<file path="src/rtl/pulse_width_meter_us.sv">
// Measures the high time of an asynchronous pulse in whole microseconds, reported in binary and BCD.
// Optional arm-to-rise timeout is built only when PWM_TIMEOUT_EN is defined.
module pulse_width_meter_us #(
   parameter int CLK_MHZ    = 125,
   parameter int TIMEOUT_US = 30000
) (
   input  logic        clk,
   input  logic        reset_p,
   input  logic        start,
   input  logic        sig_in,
   output logic        busy,
   output logic        done,
   output logic        valid,
   output logic        overflow,
   output logic        timeout,
   output logic [13:0] width_us,
   output logic [3:0]  bcd_1000,
   output logic [3:0]  bcd_100,
   output logic [3:0]  bcd_10,
   output logic [3:0]  bcd_1
);

   localparam int PW = (CLK_MHZ > 1) ? $clog2(CLK_MHZ) : 1;

   typedef enum logic [1:0] {IDLE, ARM, MEASURE, DONE} state_t;

   state_t state, next_state;

   logic          sync1, sync2, sync3;
   logic          rise, fall;
   logic [PW-1:0] presc;
   logic          tick;
   logic          at_max;
   logic          sat_hit;
   logic          to_expire;
   logic          accept;
   logic          enter_done;

   logic [3:0]  d1000, d100, d10, d1;
   logic [3:0]  d1000_nxt, d100_nxt, d10_nxt, d1_nxt;
   logic [13:0] bin, bin_nxt;

   // Two flops resynchronize the pin; the third holds the previous sample for edge detection.
   always_ff @(posedge clk or posedge reset_p) begin
      if (reset_p) begin
         sync1 <= 1'b0;
         sync2 <= 1'b0;
         sync3 <= 1'b0;
      end else begin
         sync1 <= sig_in;
         sync2 <= sync1;
         sync3 <= sync2;
      end
   end

   assign rise = sync2 & ~sync3;
   assign fall = ~sync2 & sync3;

   // Microsecond prescaler only runs while waiting or measuring, and restarts on every state entry.
   always_ff @(posedge clk or posedge reset_p) begin
      if (reset_p) begin
         presc <= '0;
      end else if (next_state != state) begin
         presc <= '0;
      end else if (state == ARM || state == MEASURE) begin
         presc <= tick ? '0 : presc + 1'b1;
      end else begin
         presc <= '0;
      end
   end

   assign tick       = (state == ARM || state == MEASURE) && (presc == PW'(CLK_MHZ - 1));
   assign at_max     = (d1000 == 4'd9) && (d100 == 4'd9) && (d10 == 4'd9) && (d1 == 4'd9);
   assign sat_hit    = (state == MEASURE) && tick && at_max;
   assign accept     = (state == IDLE) && start;
   assign enter_done = (state != DONE) && (next_state == DONE);

   always_ff @(posedge clk or posedge reset_p) begin
      if (reset_p) begin
         state <= IDLE;
      end else begin
         state <= next_state;
      end
   end

   // A tick at 9999 ends the measurement immediately, even though the pin is still high.
   always_comb begin
      next_state = state;
      case (state)
         IDLE:    if (start) next_state = ARM;
         ARM: begin
            if (rise) next_state = MEASURE;
            else if (to_expire) next_state = DONE;
         end
         MEASURE: if (sat_hit || fall) next_state = DONE;
         DONE:    next_state = IDLE;
         default: next_state = IDLE;
      endcase
   end

   always_comb begin
      busy = (state == ARM) || (state == MEASURE);
      done = (state == DONE);
   end

   // Next count includes a tick landing on the same cycle as the fall, so the load sees it.
   always_comb begin
      d1000_nxt = d1000;
      d100_nxt  = d100;
      d10_nxt   = d10;
      d1_nxt    = d1;
      bin_nxt   = bin;
      if (state == MEASURE && tick && !at_max) begin
         bin_nxt = bin + 14'd1;
         if (d1 == 4'd9) begin
            d1_nxt = 4'd0;
            if (d10 == 4'd9) begin
               d10_nxt = 4'd0;
               if (d100 == 4'd9) begin
                  d100_nxt  = 4'd0;
                  d1000_nxt = d1000 + 4'd1;
               end else begin
                  d100_nxt = d100 + 4'd1;
               end
            end else begin
               d10_nxt = d10 + 4'd1;
            end
         end else begin
            d1_nxt = d1 + 4'd1;
         end
      end
   end

   always_ff @(posedge clk or posedge reset_p) begin
      if (reset_p) begin
         d1000 <= 4'd0;
         d100  <= 4'd0;
         d10   <= 4'd0;
         d1    <= 4'd0;
         bin   <= 14'd0;
      end else if (accept) begin
         d1000 <= 4'd0;
         d100  <= 4'd0;
         d10   <= 4'd0;
         d1    <= 4'd0;
         bin   <= 14'd0;
      end else begin
         d1000 <= d1000_nxt;
         d100  <= d100_nxt;
         d10   <= d10_nxt;
         d1    <= d1_nxt;
         bin   <= bin_nxt;
      end
   end

   // Results are captured on the way into DONE so they are already visible while done is high.
   always_ff @(posedge clk or posedge reset_p) begin
      if (reset_p) begin
         valid    <= 1'b0;
         overflow <= 1'b0;
         width_us <= 14'd0;
         bcd_1000 <= 4'd0;
         bcd_100  <= 4'd0;
         bcd_10   <= 4'd0;
         bcd_1    <= 4'd0;
      end else if (accept) begin
         valid    <= 1'b0;
         overflow <= 1'b0;
      end else if (enter_done) begin
         if (to_expire) begin
            valid    <= 1'b0;
            overflow <= 1'b0;
            width_us <= 14'd0;
            bcd_1000 <= 4'd0;
            bcd_100  <= 4'd0;
            bcd_10   <= 4'd0;
            bcd_1    <= 4'd0;
         end else begin
            valid    <= 1'b1;
            overflow <= sat_hit;
            width_us <= bin_nxt;
            bcd_1000 <= d1000_nxt;
            bcd_100  <= d100_nxt;
            bcd_10   <= d10_nxt;
            bcd_1    <= d1_nxt;
         end
      end
   end

`ifdef PWM_TIMEOUT_EN
   localparam int TW = (TIMEOUT_US > 1) ? $clog2(TIMEOUT_US) : 1;

   logic [TW-1:0] to_cnt;
   logic          timeout_r;

   assign to_expire = (state == ARM) && !rise && tick && (to_cnt == TW'(TIMEOUT_US - 1));
   assign timeout   = timeout_r;

   // Counts whole microseconds spent armed; the rising edge wins over an expiry in the same cycle.
   always_ff @(posedge clk or posedge reset_p) begin
      if (reset_p) begin
         to_cnt    <= '0;
         timeout_r <= 1'b0;
      end else if (accept) begin
         to_cnt    <= '0;
         timeout_r <= 1'b0;
      end else begin
         if (state == ARM && tick) to_cnt <= to_cnt + 1'b1;
         if (to_expire) timeout_r <= 1'b1;
      end
   end
`else
   assign to_expire = 1'b0;
   assign timeout   = 1'b0;
`endif

endmodule
</file>
<file path="config.mk">
export PLATFORM = sky130hd
export DESIGN_NAME = pulse_width_meter_us
export DESIGN_NICKNAME = d
export VERILOG_FILES = /design/src/rtl/pulse_width_meter_us.sv
export SDC_FILE = /design/constraint.sdc
export NUM_CORES = 1
export LEC_CHECK = 0
export ABC_AREA = 1
export CAP_MARGIN = 20
export CORE_ASPECT_RATIO = 1.5
export CORE_MARGIN = 4
export CORE_UTILIZATION = 55
export DETAILED_ROUTE_END_ITERATION = 10
export PLACE_DENSITY = 0.77
export SETUP_SLACK_MARGIN = 0.02
export SYNTH_ARGS = -nofsm -noshare
export SYNTH_HDL_FRONTEND = slang
export SYNTH_SLANG_ARGS = --single-unit
</file>
<file path="constraint.sdc">
create_clock -name clk -period 6 [get_ports clk]
set_input_delay 1.5 -clock clk [delete_from_list [all_inputs] [get_ports clk]]
set_output_delay 1.5 -clock clk [all_outputs]
set_load 0.01 [all_outputs]
</file>
==> results summary <==
The congestion estimate from routability-driven global placement came to 0.846. The number of endpoints failing setup at the final stage came out at 0. The all-layer global routing usage is 20.2%. Of the cells placed in the final design, the portion with a size suffix greater than 1 is 6.78%.

The clock tree from TritonCTS is yes. The share of the cycle needed by the critical path after routing came out at 58.9%. After the first detailed-routing iteration, the DRC count stood at 185.

The hold-fix buffer count after cts came out at 0. Sequential cells account for 41.4% of the total power. The kind of cell with the highest combined delay along the critical path is buffers and inverters. Clock-pin slew was measured on the worst setup and hold paths at approximately 0.07 ns. The number of routed nets with antenna violations is 0. The worst hold path class is flip-flop to flip-flop. The final critical-path required period came out at 3.53 ns. The number of input and output port buffers inserted is 37. The initial antenna violation count is 0. The combined area of all synthesized cells came out at 3680 um2. Along the worst hold path, the cell count comes to 0. The category of the most critical setup path is flip-flop to primary output. The cell count after synthesis came out at 444. The net count of the finished layout is 497. The number of buffers added by the clock tree synthesis step came out at 9. The library cell used most frequently in the layout, excluding fill and tap cells, is sky130_fd_sc_hd__nand2_1.

The critical path's slowest cell is sky130_fd_sc_hd__clkdlybuf4s50_1. The cell taking the most area after synthesis is sky130_fd_sc_hd__dfrtp_1. The number of placement rows is 36. The flip-flop and latch count after synthesis came out at 74. The number of setup buffers added after CTS is 0. In this run the horizontal extent of the chip is approximately 75 um.

The share of total power dissipated in the clock network is between 20% and 30%. The logic gate share of total power is 37.8%. The run finished with clean final reports.

The routed via count divided by cell count is 5.20. Walking the worst path, the cells encountered are inv_1 > ha_1 > clkdlybuf4s50_1. The total internal power is 982 uW. The number of pins with negative max-slew slack in the final report is 0.

Detailed routing inserted a total of 2,925 vias. The worst-case clock buffer depth came out at 2. In the final routed layout, each cell accounts on average for about 13 um. The total count of hold-check failures in the final report is 0. The data arrival time of the critical path came out at between 2 and 2.5 ns. The maximum clock frequency came out at 283 MHz. The clock latency reported for the late side of the worst-skew pair is approximately 0.35 ns. STA puts the critical path data required time at 4.50 ns. Along the worst path, the maximum fanout reaches 7. The number of buffers and inverters on the critical path is 2. The number of DRC violations after detailed routing came out at 0. The number of gates resized after CTS was 0. The worst setup path is launched from a flip-flop.

The yosys synthesis warning count is 0. The total area inside the core boundary comes to 6490 um2. OpenSTA, run right after detailed placement, puts the worst setup slack at 2.23 ns.

Measured on the finished design, the core utilization comes to 65.4%. The number of H-tree branching levels came out at 3. The switching power is 566 uW. The half-perimeter wire length after placement is 5.17 mm. The height of the die came out at between 100 and 150 um. The fraction of the yosys area taken by sequential cells came out at 50.4%. The first global-routing pass estimated 12.6 mm of wire. The number of global-route vias before repair came out at about 2,800.

The portion of synthesized cell area occupied by the leading cell type is 50.4%. In this run switching power makes up 36.6% of total power. Pin placement for this block handled 39 I/O pins.

The number of cells on the worst reg-to-reg path is 13. Adding up every negative setup slack in the final design gives 0 ns. The static power due to leakage came out at 0.00202 uW.

The max-cap violation count came out at 0. The CTS sink count came out at 74. In this run the number of cells on the critical path is 3.

In this run the top signal layer used is met4. The starting utilization of the core area is 56.7%. Compared with the post-synthesis result, the final layout area differs by 15.4%. The final antenna diode count is 0.

The maximum number of pins on one net before global-route repair came out at 60. The total met2 wirelength after detailed routing is 4.03 mm. The average instance in the mapped netlist occupies 8.28 um2. The routed metal-1 wire length is slightly above 3 mm.

The total iterations of the first detailed-routing run is 4. The areal power density over the cells is 365 nW/um2. The aggregate global routing overflow is 0. The largest stage delay on the critical path came out at 0.59 ns. In the layout the commonest cells are sky130_fd_sc_hd__nand2_1 (108), sky130_fd_sc_hd__dfrtp_1 (74), sky130_fd_sc_hd__nor2_1 (63), sky130_fd_sc_hd__inv_1 (45), sky130_fd_sc_hd__clkdlybuf4s50_1 (37). After synthesis, the cell types taking the most area are sky130_fd_sc_hd__dfrtp_1 (50%), sky130_fd_sc_hd__nand2_1 (11%), sky130_fd_sc_hd__nor2_1 (6.4%).

After detailed routing, the met3 layer carries about 190 um of wire. Setup repair after global routing left no endpoint under its margin. For the final database, setup skew stands at 0.00800 ns. The die area is 8080 um2.

Synthesis produced a netlist with a net count of 458. The number of distinct library cell variants in the gate-level netlist after synthesis came out at 32. The worst-case IR drop observed on VDD is 232 uV. The root buffer cell chosen for the clock tree is sky130_fd_sc_hd__clkbuf_8. The tightest slew margin relative to the limit is 51.7%. The worst setup path is captured at a primary output.

The worst setup slack after layout is 2.47 ns. The pin slew with the least headroom to its limit came out at 0.724 ns. For this block, the routed nets add up to 7.45 mm of wire.
## power by group through the flow
stage / Sequential, uW / Combinational [uW] / Clock (uW)
5_1_grt: 653 / 656 / 348
3_5_place_dp: 650 / 567 / 0
2_1_floorplan: 678 / 320 / 0
6_report: 640 / 585 / 323
3_3_place_gp: 648 / 551 / 0
4_1_cts: 641 / 568 / 328
## cell type report
| type | count | area, um2 |
|---|---|---|
| clock buffer | 11 | 131 |
| timing repair buffer | 39 | 398 |
| tap | 76 | 95.1 |
| fill | 581 | 2250 |
| multi-input combinational | 308 | 1550 |
| inverter | 51 | 194 |
| sequential | 74 | 1850 |
| clock inverter | 4 | 20.0 |
## kinds of logic (layout without fill, tap and decap cells)
kind of cell / count (synthesis) / in the layout / share of synthesized area [%]
XOR/XNOR: 23 / 23 / 5.48
AO/OA/AOI/OAI: 61 / 61 / 8.48
buffers and inverters: 62 / 105 / 7.45
other: 1 / 1 / 0.102
flip-flops: 74 / 74 / 50.4
AND/OR/NAND/NOR: 213 / 213 / 24.7
adder cells (fa/ha/maj): 10 / 10 / 3.40
## state kept, by name (all words and copies together), names as in the netlist, 2 cells and up
name and count:
d10 4, bin 14, d1000 4, d100 4
bcd_1000 4, bcd_1 4, d1 4, width_us 14
presc 7, bcd_10 4, state 2, bcd_100 4
## layer usage
layer / global-route usage (%) / vias up
met4: 7.38 / 0
met2: 35.3 / 45
met5: 0 / -
met1: 23.8 / 1405
li1: - / 1463
met3: 4.28 / 12
## Yosys cell counts
cell type	instances
sky130_fd_sc_hd__nor2_4	1
sky130_fd_sc_hd__o21ai_2	1
sky130_fd_sc_hd__o21a_1	1
sky130_fd_sc_hd__clkbuf_2	1
sky130_fd_sc_hd__nor2_8	1
sky130_fd_sc_hd__xnor2_1	4
sky130_fd_sc_hd__buf_6	4
sky130_fd_sc_hd__xor2_1	19
sky130_fd_sc_hd__nand3_2	2
sky130_fd_sc_hd__nand4_1	5
sky130_fd_sc_hd__o21ai_1	27
sky130_fd_sc_hd__nand3_1	21
sky130_fd_sc_hd__inv_2	4
sky130_fd_sc_hd__nor2_2	3
sky130_fd_sc_hd__buf_4	1
sky130_fd_sc_hd__conb_1	1
sky130_fd_sc_hd__or2_2	1
sky130_fd_sc_hd__nor3_1	2
sky130_fd_sc_hd__o21ai_0	28
sky130_fd_sc_hd__nor2_1	63
sky130_fd_sc_hd__clkbuf_1	2
sky130_fd_sc_hd__buf_2	3
sky130_fd_sc_hd__nand2_2	2
sky130_fd_sc_hd__and2_1	2
sky130_fd_sc_hd__inv_4	1
sky130_fd_sc_hd__dfrtp_1	74
sky130_fd_sc_hd__nand3b_1	1
sky130_fd_sc_hd__nand2_1	108
sky130_fd_sc_hd__inv_1	46
sky130_fd_sc_hd__a21oi_1	4
sky130_fd_sc_hd__ha_1	10
sky130_fd_sc_hd__nand2_4	1
## worst paths after layout
kind,from,slack (ns),end
hold / removal,sync1,0.37,sync2
setup reg to reg,state[0],3.44,bcd_1[2]
setup / recovery,state[0],2.47,busy
max in group asynchronous,reset_p,3.40,bin[3]
hold reg to reg,sync1,0.37,sync2
min in group asynchronous,reset_p,1.60,sync3
## stage by stage
step / cell area [um2] / hold WS, ns / power, uW / instances
floorplan: 3680 / 0.331 / 997 / 444
global placement: 4070 / 0.336 / 1200 / 547
detailed placement: 4070 / 0.366 / 1220 / 547
CTS: 4220 / 0.382 / 1540 / 562
global route: 4240 / 0.389 / 1660 / 563
finish: 4240 / 0.373 / 1550 / 563
Power figures use the tool's default switching activity.
